[src/rtl/hazard_pkg.sv]
// Shared types and encodings for the multi-cycle hazard controller.
package hazard_pkg;
  typedef enum logic [1:0] {IDLE, RUN, MEM_WAIT, MDU_BUSY} hz_state_t;

  localparam logic [2:0] RESULTSRC_LOAD = 3'b001;
  localparam logic [1:0] PCSRC_BR       = 2'b01;
  localparam logic [1:0] PCSRC_JALR     = 2'b10;

  localparam logic [1:0] FWD_NONE = 2'b00;
  localparam logic [1:0] FWD_W    = 2'b01;
  localparam logic [1:0] FWD_M    = 2'b10;
endpackage

[src/rtl/hazard_sat_counter.sv]
// Saturating up-counter; sticks at all-ones instead of wrapping.
module hazard_sat_counter #(
  parameter int CNT_WIDTH = 32
) (
  input  logic                 clk,
  input  logic                 rst,
  input  logic                 inc,
  output logic [CNT_WIDTH-1:0] count
);
  always_ff @(posedge clk or posedge rst) begin
    if (rst)                        count <= '0;
    else if (inc && (count != '1))  count <= count + CNT_WIDTH'(1);
  end
endmodule

[src/rtl/hazard_ctrl_mc.sv]
// Hazard controller for the 5-stage pipeline: forwarding, load-use, branch flush,
// cache-miss freeze, multi-cycle MDU occupancy of EX, and perf counters.
module hazard_ctrl_mc
  import hazard_pkg::*;
#(
  parameter int REG_FILE_ADDR_WIDTH = 5,
  parameter int MDU_LATENCY         = 4,
  parameter int CNT_WIDTH           = 32
) (
  input  logic                           clk,
  input  logic                           rst,
  input  logic                           trigger,
  input  logic [REG_FILE_ADDR_WIDTH-1:0] rs1d,
  input  logic [REG_FILE_ADDR_WIDTH-1:0] rs2d,
  input  logic [REG_FILE_ADDR_WIDTH-1:0] rs1e,
  input  logic [REG_FILE_ADDR_WIDTH-1:0] rs2e,
  input  logic [REG_FILE_ADDR_WIDTH-1:0] rde,
  input  logic [2:0]                     resultsrce,
  input  logic [1:0]                     pcsrce,
  input  logic                           muldive,
  input  logic [REG_FILE_ADDR_WIDTH-1:0] rdm,
  input  logic                           regwritem,
  input  logic [REG_FILE_ADDR_WIDTH-1:0] rdw,
  input  logic                           regwritew,
  input  logic                           cache_missm,
  input  logic                           cache_readym,
  output logic [1:0]                     forwardae,
  output logic [1:0]                     forwardbe,
  output logic                           stallf,
  output logic                           stalld,
  output logic                           stalle,
  output logic                           stallm,
  output logic                           flushd,
  output logic                           flushe,
  output logic                           flushm,
  output logic                           flushw,
  output logic                           mdu_busy,
  output logic [CNT_WIDTH-1:0]           stall_cnt,
  output logic [CNT_WIDTH-1:0]           flush_cnt
);
  localparam int AW = REG_FILE_ADDR_WIDTH;
  localparam int CW = $clog2(MDU_LATENCY);

  hz_state_t state, state_nxt;
  logic [CW-1:0] cnt;
  logic [1:0][AW-1:0] rse;
  logic [1:0][1:0] fwd;
  logic loaduse, redirect;
  logic idle, freeze_mem, freeze_mdu, eval_hz;

  assign rse = {rs2e, rs1e};

  always_comb begin
    for (int i = 0; i < 2; i++) begin
      fwd[i] = FWD_NONE;
      if (rse[i] != '0) begin
        if (regwritem && (rdm == rse[i]))      fwd[i] = FWD_M;
        else if (regwritew && (rdw == rse[i])) fwd[i] = FWD_W;
      end
    end
    loaduse  = (resultsrce == RESULTSRC_LOAD) && (rde != '0) &&
               ((rde == rs1d) || (rde == rs2d));
    redirect = (pcsrce == PCSRC_BR) || (pcsrce == PCSRC_JALR);
  end

  assign forwardae = fwd[0];
  assign forwardbe = fwd[1];

  // A miss release re-evaluates EX fully (a mul/div may have been waiting behind
  // the miss); an MDU release only evaluates load-use/branch since muldive still
  // flags the op that is leaving EX.
  always_comb begin
    state_nxt  = state;
    idle       = 1'b0;
    freeze_mem = 1'b0;
    freeze_mdu = 1'b0;
    eval_hz    = 1'b0;
    unique case (state)
      IDLE: begin
        idle = 1'b1;
        if (trigger) state_nxt = RUN;
      end
      RUN, MEM_WAIT: begin
        if ((state == MEM_WAIT && !cache_readym) ||
            (state == RUN && cache_missm && !cache_readym)) begin
          freeze_mem = 1'b1;
          state_nxt  = MEM_WAIT;
        end else if (muldive) begin
          freeze_mdu = 1'b1;
          state_nxt  = MDU_BUSY;
        end else begin
          eval_hz    = 1'b1;
          state_nxt  = RUN;
        end
      end
      MDU_BUSY: begin
        if (cnt != '0) freeze_mdu = 1'b1;
        else begin
          eval_hz   = 1'b1;
          state_nxt = RUN;
        end
      end
      default: state_nxt = IDLE;
    endcase
  end

  assign stallf   = idle | freeze_mem | freeze_mdu | (eval_hz & loaduse);
  assign stalld   = stallf;
  assign stalle   = freeze_mem | freeze_mdu;
  assign stallm   = freeze_mem;
  assign flushw   = freeze_mem;
  assign flushm   = freeze_mdu;
  assign flushe   = eval_hz & (loaduse | redirect);
  assign flushd   = eval_hz & ~loaduse & redirect;
  assign mdu_busy = (state == MDU_BUSY);

  always_ff @(posedge clk or posedge rst) begin
    if (rst) begin
      state <= IDLE;
      cnt   <= '0;
    end else begin
      state <= state_nxt;
      if (freeze_mdu && (state != MDU_BUSY)) cnt <= CW'(MDU_LATENCY - 2);
      else if ((state == MDU_BUSY) && (cnt != '0)) cnt <= cnt - CW'(1);
    end
  end

  logic [1:0] cnt_inc;
  logic [1:0][CNT_WIDTH-1:0] cnt_val;

  assign cnt_inc   = {flushd, stallf & ~idle};
  assign stall_cnt = cnt_val[0];
  assign flush_cnt = cnt_val[1];

  for (genvar g = 0; g < 2; g++) begin : g_cnt
    hazard_sat_counter #(.CNT_WIDTH(CNT_WIDTH)) u_cnt (
      .clk   (clk),
      .rst   (rst),
      .inc   (cnt_inc[g]),
      .count (cnt_val[g])
    );
  end
endmodule

[config.mk]
export PLATFORM = sky130hd
export DESIGN_NAME = hazard_ctrl_mc
export DESIGN_NICKNAME = d
export VERILOG_FILES = /design/src/rtl/hazard_pkg.sv /design/src/rtl/hazard_sat_counter.sv /design/src/rtl/hazard_ctrl_mc.sv
export SDC_FILE = /design/constraint.sdc
export NUM_CORES = 1
export LEC_CHECK = 0
export CELL_PAD_IN_SITES_DETAIL_PLACEMENT = 1
export CELL_PAD_IN_SITES_GLOBAL_PLACEMENT = 1
export CORE_MARGIN = 5
export CORE_UTILIZATION = 51
export DETAILED_ROUTE_END_ITERATION = 10
export DONT_BUFFER_PORTS = 1
export PLACE_DENSITY_LB_ADDON = 0.12
export SLEW_MARGIN = 20
export SYNTH_ARGS = -nofsm -noshare
export SYNTH_HDL_FRONTEND = slang
export SYNTH_SLANG_ARGS = --single-unit
[constraint.sdc]
create_clock -name clk -period 6.4 [get_ports clk]
set_input_delay 0.32 -clock clk [delete_from_list [all_inputs] [get_ports clk]]
set_output_delay 0.32 -clock clk [all_outputs]
set_load 0.02 [all_outputs]
* Word-level counts from Yosys, hierarchy flattened
Cells that the tools add are included.
** Operators by class
- Add/sub/neg operators :: 3
- Eq/ne operators :: 17
- Muxes and demuxes :: 24
- Bitwise logic cells :: 12
- Reductions and logical operators :: 25
** Operator list (count)
- $add A32 B1 Y32 const B :: 2
- $ne A32 B32 Y1 const B :: 2
- $eq A5 B5 Y1 :: 6
- $mux W2 :: 10
- $reduce_bool A5 Y1 :: 3
- $logic_and A1 B1 Y1 :: 13
- $mux W1 :: 11
- $eq A2 B2 Y1 const B :: 3
- $ne A2 B2 Y1 const B :: 3
- $pmux W2 S3 :: 1
- $and A1 B1 Y1 :: 5
- $or A1 B1 Y1 :: 5
- $eq A2 B1 Y1 const B :: 2
- $pmux W1 S2 :: 2
- $reduce_bool A2 Y1 :: 2
- $eq A3 B1 Y1 const B :: 1
- $logic_or A1 B1 Y1 :: 3
- $logic_not A2 Y1 :: 1
- $not A1 Y1 :: 2
- $reduce_and A2 Y1 :: 1
- $reduce_or A2 Y1 :: 1
- $sub A2 B1 Y2 const B :: 1
- $logic_not A1 Y1 :: 1
** Storage, ports and cells
- Register bits after elaboration :: 68
- Output and inout port bits :: 77
- Word-level logic and storage cells :: 85

* Longest topological paths before layout
Gate-level depths: netlist of the first run.
- Depth after elaboration :: 11
- Depth in mapped cells :: 9
- Mapped depth without buffers :: 8

* Modules after synthesis
From an unflattened synthesis of the first run, not the netlist that was laid out.
** Unflattened totals
- Cell total of the unflattened synthesis :: 384
- Area, all modules :: 3960.0 sq um
** Modules (own cells, without submodules)
- hazard_sat_counter :: times used 2, cells each 139, area an instance 1561.5 sq um, seq. area each 800.8 sq um
- hazard_ctrl_mc :: times used 1, cells each 106, area an instance 837.1 sq um, seq. area each 100.1 sq um

* Worst setup path before layout of the first run
OpenSTA, ideal clock, no wires.
- Kind :: register -> register
- Start :: register state[0]
- End :: register g_cnt[0].u_cnt.count[1]
- Arrival time :: 2.394 ns
- Data required time :: 6.275 ns
- Setup slack :: 3.882 ns
- Stages on the path, launching flop included :: 10
- Path buffers :: 1
- Cells stage by stage :: dfrtp_1 -> inv_1 -> ha_1 -> nand2b_1 -> a221o_1 -> or3_1 -> o22a_1 -> buf_4 -> nor2_1 -> mux2_2
** Between the ends
- Word-level cells in the longest chain between the ends :: 11
- Elaborated cells on any way between the ends :: 23
** Ends and longest elaborated chain
- start, declared :: RTL line hazard_ctrl_mc.sv:44 : hz_state_t state, state_nxt;
- start signal, assigned :: RTL line hazard_ctrl_mc.sv:122 : state <= state_nxt;
- $eq A2 B1 Y1 :: RTL line hazard_ctrl_mc.sv:78, hazard_ctrl_mc.sv:85
- $logic_and A1 B1 Y1 (2 in series) :: RTL line hazard_ctrl_mc.sv:85 : (state == RUN && cache_missm && !cache_readym)) begin
- $logic_or A1 B1 Y1 :: RTL line hazard_ctrl_mc.sv:84 : if ((state == MEM_WAIT && !cache_readym) ||
- $mux W1 :: RTL line hazard_ctrl_mc.sv:84
- $mux W1 :: RTL line hazard_ctrl_mc.sv:78 : unique case (state)
- $or A1 B1 Y1 (3 in series) :: RTL line hazard_ctrl_mc.sv:107 : assign stallf = idle | freeze_mem | freeze_mdu | (eval_hz & loaduse);
- $and A1 B1 Y1 (*) :: RTL line hazard_ctrl_mc.sv:131 : assign cnt_inc = {flushd, stallf & ~idle};
- $logic_and A1 B1 Y1 (*) :: RTL line hazard_sat_counter.sv:12 : else if (inc && (count != '1)) count <= count + CNT_WIDTH'(1);
- end signal, assigned :: RTL line hazard_sat_counter.sv:12
- end, declared :: RTL line hazard_sat_counter.sv:8 : output logic [CNT_WIDTH-1:0] count
Every way passes the cells marked *; elsewhere a longest branch is shown, timed or not.
A chain may end at the register's enable or synchronous reset.

* Worst setup path in the final report of the first run
Same ends and word-level chain as after synthesis.

==> run metrics, run 1 <==
WS Path Type=register to register; GR Overflow Total=0; startpoint types=register; Initial Utilization=0.524; Antenna Nets Post-Route=0; share of the synthesized area in the top cell type=0.420; Max Buffers Root-to-Sink=2; final clock period utilization by the worst path=0.465; largest net degree at the start of global routing=69; post-CTS resize count=0; Post-Synthesis Cell Area=4050 um2; diode count=0; status=finished, final reports clean; slew margin rel.=0.328; Worst Path Buf+Inv=1; MaxCap Viol Count=0; DR pass1 iterations=4; max frequency=336 MHz; CTS buffer count=9; Final Core Density=0.557; area leader, netlist=dfrtp_1; flops & latches, synth=68; Clock Latency Late Sink=0.35 ns; clk sinks=68; setup TNS=0 ns; # IOs=125; CTS hold repair buffers=0; Gate Count Post-Synth=415; reg2reg start=state[0]; PwrDens=322 nW/um2; Die Area=9820 um2; via count=3173; CP max stage delay=0.49 ns; 1st-iter DRT viols=42; Critical-path top delay cell=o22a_1; Vias per Instance=6.04; Final Max Slew Viols=0; Area contributors post-synth=dfrtp_1, xor2_1, xnor2_1; port bufs=0; most frequent cell after synthesis=dfrtp_1; Total Wirelength=10.4 mm; Final setup viols=0; Post-synth top cells=dfrtp_1, xor2_1, nand3_1; global-route wire length before repair=17.4 mm; arrival time at the worst endpoint=3.21 ns; Core Area=7730 um2; synth unique cells=44; DP HPWL=7.79 mm; Avg Cell Area, Syn=9.76 um2; Worst Setup SP=state[0]; Core Rows=32; Layout area overhead=6.30%; sequential area share after synthesis=0.420; final RePlAce weighted congestion=0.788; H-tree depth=3; crit-path max FO=21; vias in the first global route=3452; fin crit period=2.98 ns; Worst-path clk slew=0.07 ns; CTS tree=built; DR DRC count=0; Least-Margin Pin Slew=0.993 ns; All-Layer GR Usage=0.219; most used flip-flop cell after synthesis=dfrtp_1; Syn Nets=471; unrepaired setup endpoints after global routing=false; Clock Tree Root=clkbuf_8; Setup crit end kind=register; postcts setup bufs=0; Final nets=474; worst vdd ir=0.243 mV; CP Cell Sequence=inv_1 -> ha_1 -> nand2b_1 -> a221o_1 -> or3_1 -> o22a_1 -> nor2_1 -> mux2_2; die extent in y=99.1 um; number of synthesized flops with an enable pin=0; Synthesis Warnings=0; cell family with the largest share of critical-path delay=compound AO/OA/AOI/OAI gates; share of cells above drive strength 1=0.0922; Die X=99.1 um; Worst Skew=0.0112 ns; wire per inst=19.8 um; CP required=6.63 ns; Hold Crit Class=input pin to asynchronous set/reset pin; Hold Vio Cnt, Final=0; share of flip-flops with an asynchronous set or reset=1.00; Pleak=0.00181 uW; initial antenna violation count=0
## logic make-up after synthesis
family,count (synthesis),synth area share
mux,3,0.00834
flops,68,0.420
fa+ha+maj,8,0.0247
simple gates,195,0.280
buf+inv,26,0.0315
compound gates,23,0.0365
xor+xnor,92,0.199
## stage by stage
| stage | power, uW | hold slack, ns | cells | instance area, um2 | setup slack [ns] |
|---|---|---|---|---|---|
| after floorplan | 991 | 0.440 | 415 | 4050 | 3.88 |
| after global routing | 1480 | 0.197 | 525 | 4300 | 3.25 |
| final | 1390 | 0.124 | 525 | 4300 | 3.42 |
| after global placement | 1070 | 0.454 | 509 | 4140 | 3.52 |
| after CTS | 1410 | 0.147 | 525 | 4300 | 3.38 |
| after detailed placement | 1100 | 0.490 | 509 | 4140 | 3.41 |
## sequential cells by signal, summed over array words and instances, names as in the netlist
register / cells
g_cnt.u_cnt.count: 64
cnt: 2
state: 2
## report_power, final
group          total [uW]  switching (uW)  leakage [uW]  internal (uW)
logic                 416             274      0.000883            142
clock network         312             172     0.0000783            140
registers             660             165      0.000852            495
total                1390             611       0.00181            777
## path summary, 6_finish.rpt
path,end,slack [ns],cells past startpoint
setup / recovery,g_cnt[0].u_cnt.count[1],3.42,8
hold / removal,g_cnt[1].u_cnt.count[18],0.12,2
setup reg to reg,g_cnt[0].u_cnt.count[1],3.42,8
hold reg to reg,cnt[0],0.49,1
max in group asynchronous,g_cnt[0].u_cnt.count[30],5.69,2
min in group clk,state[1],0.19,2
## final cells by class
| cell class | count | area (um2) |
|---|---|---|
| inverter | 14 | 52.6 |
| tap | 102 | 128 |
| clock inverter | 6 | 41.3 |
| fill | 880 | 3420 |
| timing repair buffer | 4 | 30.0 |
| clock buffer | 10 | 128 |
| multi-input combinational | 321 | 2220 |
| sequential | 68 | 1700 |
## routing by layer
metal / global-route usage / share of wire
met3: 0.0827 / 0.081
met1: 0.265 / 0.41
met2: 0.361 / 0.50
met5: 0 / 0
met4: 0.0693 / 0.016
## placed cells by master, fill, tap and decap left out, types with 2 or more instances in the layout
master | Yosys | final
nor2_1 | 28 | 28
nand3_1 | 31 | 31
o21ai_0 | 4 | 4
a21oi_1 | 8 | 8
clkinv_2 | 0 | 2
nor3b_1 | 4 | 4
nor4_2 | 5 | 5
xor2_1 | 65 | 65
mux2_2 | 2 | 2
nand2_1 | 28 | 28
nor4_1 | 24 | 24
nand2b_1 | 2 | 2
or3_1 | 5 | 5
nand4_2 | 2 | 2
dfrtp_1 | 68 | 68
nor3_1 | 22 | 22
clkinvlp_4 | 0 | 3
buf_4 | 3 | 4
clkbuf_8 | 0 | 9
o211ai_1 | 2 | 2
or4_1 | 7 | 7
and4_1 | 2 | 2
inv_1 | 14 | 13
nor4b_2 | 3 | 3
nor3_2 | 2 | 2
and3_1 | 4 | 4
xnor2_1 | 27 | 27
nand4_1 | 18 | 18
nor4b_1 | 3 | 3
ha_1 | 8 | 8
No activity file was read; power rests on OpenSTA's default activity.
==> run 2: changes to the inputs <==
--- a/config.mk
+++ b/config.mk
@@ -8,7 +8,7 @@
 export CELL_PAD_IN_SITES_DETAIL_PLACEMENT = 1
 export CELL_PAD_IN_SITES_GLOBAL_PLACEMENT = 1
 export CORE_MARGIN = 5
-export CORE_UTILIZATION = 51
+export CORE_UTILIZATION = 43
 export DETAILED_ROUTE_END_ITERATION = 10
 export DONT_BUFFER_PORTS = 1
 export PLACE_DENSITY_LB_ADDON = 0.12
==> constraint.sdc (replaced) <==
create_clock -name clk -period 2.7 [get_ports clk]
set_input_delay 0.135 -clock clk [delete_from_list [all_inputs] [get_ports clk]]
set_output_delay 0.135 -clock clk [all_outputs]
set_load 0.02 [all_outputs]
==> run metrics, run 2 (synthesized netlist as in run 1, its figures left out) <==
Setup crit end kind=primary output; Hold Vio Cnt, Final=0 (unchanged); arrival time at the worst endpoint=2.46 ns (-0.75 ns); Total Wirelength=10.9 mm (+4.4%); GR Overflow Total=0 (unchanged); Clock Tree Root=clkbuf_8; largest net degree at the start of global routing=30 (-57%); Die X=107 um (+8.0%); DR pass1 iterations=4 (unchanged); startpoint types=register; # fillers=1041 (+18%); Final Total Pwr=3690 uW (+170%); H-tree depth=3 (unchanged); max FFs per register=64 (unchanged); slew margin rel.=0.332 (+0.00331); global-route wire length before repair=17.9 mm (+2.9%); CP Cell Sequence=buf_4 -> ha_1 -> buf_4 -> nor2b_1 -> a21oi_1 -> a2bb2oi_2 -> inv_1 -> nor2_1 -> o21ai_0 -> buf_4; most common cell after layout, fill and taps aside=dfrtp_1; wire per inst=18.9 um (-4.6%); WS Path Type=register to primary output; Layout area overhead=16.9%; Die Area=11500 um2 (+17%); final RePlAce weighted congestion=0.837 (+6.3%); Initial Utilization=0.440 (-0.0837); CTS buffer count=9 (unchanged); critical path's most frequent cell=buf_4; share of cells above drive strength 1=0.185 (+0.0931); WHS=0.0230 ns (-0.101 ns); CP required=2.57 ns (-4.06 ns); Hold Crit Class=input pin to register; initial antenna violation count=0 (unchanged); Max Buffers Root-to-Sink=2 (unchanged); worst vdd ir=0.513 mV (+110%); Clock Latency Late Sink=0.35 ns (about the same); diode count=0 (unchanged); PwrDens=779 nW/um2 (+140%); most frequent cells in the layout=dfrtp_1, xor2_1, buf_4; Core Rows=35 (+9.4%); Vias per Instance=5.73 (-5.1%); Worst-path clk slew=0.07 ns (about the same); Final Max Slew Viols=0 (unchanged); via count=3297 (+3.9%); unrepaired setup endpoints after global routing=true; Antenna Nets Post-Route=0 (unchanged); DP HPWL=8.39 mm (+7.7%); die extent in y=107 um (+8.0%); MaxCap Viol Count=0 (unchanged); All-Layer GR Usage=0.194 (-0.0248); max frequency=386 MHz; largest registers=g_cnt.u_cnt.count: 64 flops, cnt: 2 flops, state: 2 flops; Reg with most FFs=g_cnt.u_cnt.count; Core Area=9200 um2 (+19%); fin crit period=2.59 ns; CTS tree=built; 1st-iter DRT viols=109 (+160%); Critical-path top delay cell=dfrtp_1; status=finished, final reports clean; DR DRC count=0 (unchanged); final clock period utilization by the worst path=0.960; Final setup viols=0 (unchanged); crit-path max FO=3 (-86%); Pleak=0.00206 uW (+14%); port bufs=0 (unchanged); clk sinks=68 (unchanged); CP max stage delay=0.40 ns (-0.09 ns); Worst Skew=0.0115 ns (+0.000281 ns); Least-Margin Pin Slew=0.992 ns (-0.00144 ns); # IOs=125 (unchanged); Final nets=515 (+8.6%); vias in the first global route=3518 (+1.9%)
-- run 2: area by class of cell --
cell class                      count  area [um2]  area share
Tap cell                          111         139      0.0293
Clock inverter                      6        63.8      0.0135
Multi-Input combinational cell    321        2300       0.487
Sequential cell                    68        1700       0.360
Clock buffer                       10         128      0.0270
Timing Repair Buffer               45         344      0.0727
Inverter                           14        52.6      0.0111
-- run 2: layer usage --
metal  share of wire  wire length (um)  GRT usage  vias to the layer above
met4           0.013               142     0.0557                        0
met5               0                 0          0                        -
met3           0.078               851     0.0710                       14
met1            0.40              4380      0.231                     1640
li1                -                 -          -                     1561
met2            0.51              5510      0.327                       82
-- run 2: worst paths after layout --
kind | startpoint | endpoint | slack, ns | cells after the start
setup / recovery | state[0] | stallf | 0.11 | 10
hold reg to reg | cnt[0] | cnt[0] | 0.48 | 1
min in group asynchronous | rst | g_cnt[0].u_cnt.count[12] | 0.32 | 2
max in group asynchronous | rst | g_cnt[1].u_cnt.count[13] | 1.66 | 3
hold / removal | muldive | state[1] | 0.02 | 2
setup reg to reg | state[1] | g_cnt[0].u_cnt.count[25] | 0.13 | 9
-- run 2: per-stage QoR --
step	setup WS, ns	area (um2)	setup TNS [ns]	utilization	std cells
after floorplan	0.182	4050	0	-	415
after global placement	0.118	4430	0	0.482	556
after CTS	0.0113	4630	0	0.504	573
after detailed placement	0.0321	4430	0	0.482	556
final	0.107	4730	0	0.515	575
after global routing	-0.0517	4730	-0.178	0.515	575
-- run 2: critical path, delay by kind of cell (launching register included) --
family / cells / cell delay [ns]
buffers and inverters: 4 / 0.67
DFF: 1 / 0.40
AOI/OAI and AO/OA: 3 / 0.57
adders and majority gates: 1 / 0.22
and+or+nand+nor: 2 / 0.26
-- run 2: repair_timing --
action,4_1_cts,5_1_grt
hold buffers,1,0
gates resized for setup,0,13
setup endpoints to repair,0,20
buffers inserted,0,2
hold endpoints to repair,27,0
-- run 2: power by group --
group / total, uW / leakage (uW) / internal [uW] / switching (uW)
Sequential: 1480 / 0.000852 / 1170 / 306
Combinational: 1370 / 0.00112 / 540 / 826
Clock: 840 / 0.0000927 / 427 / 413
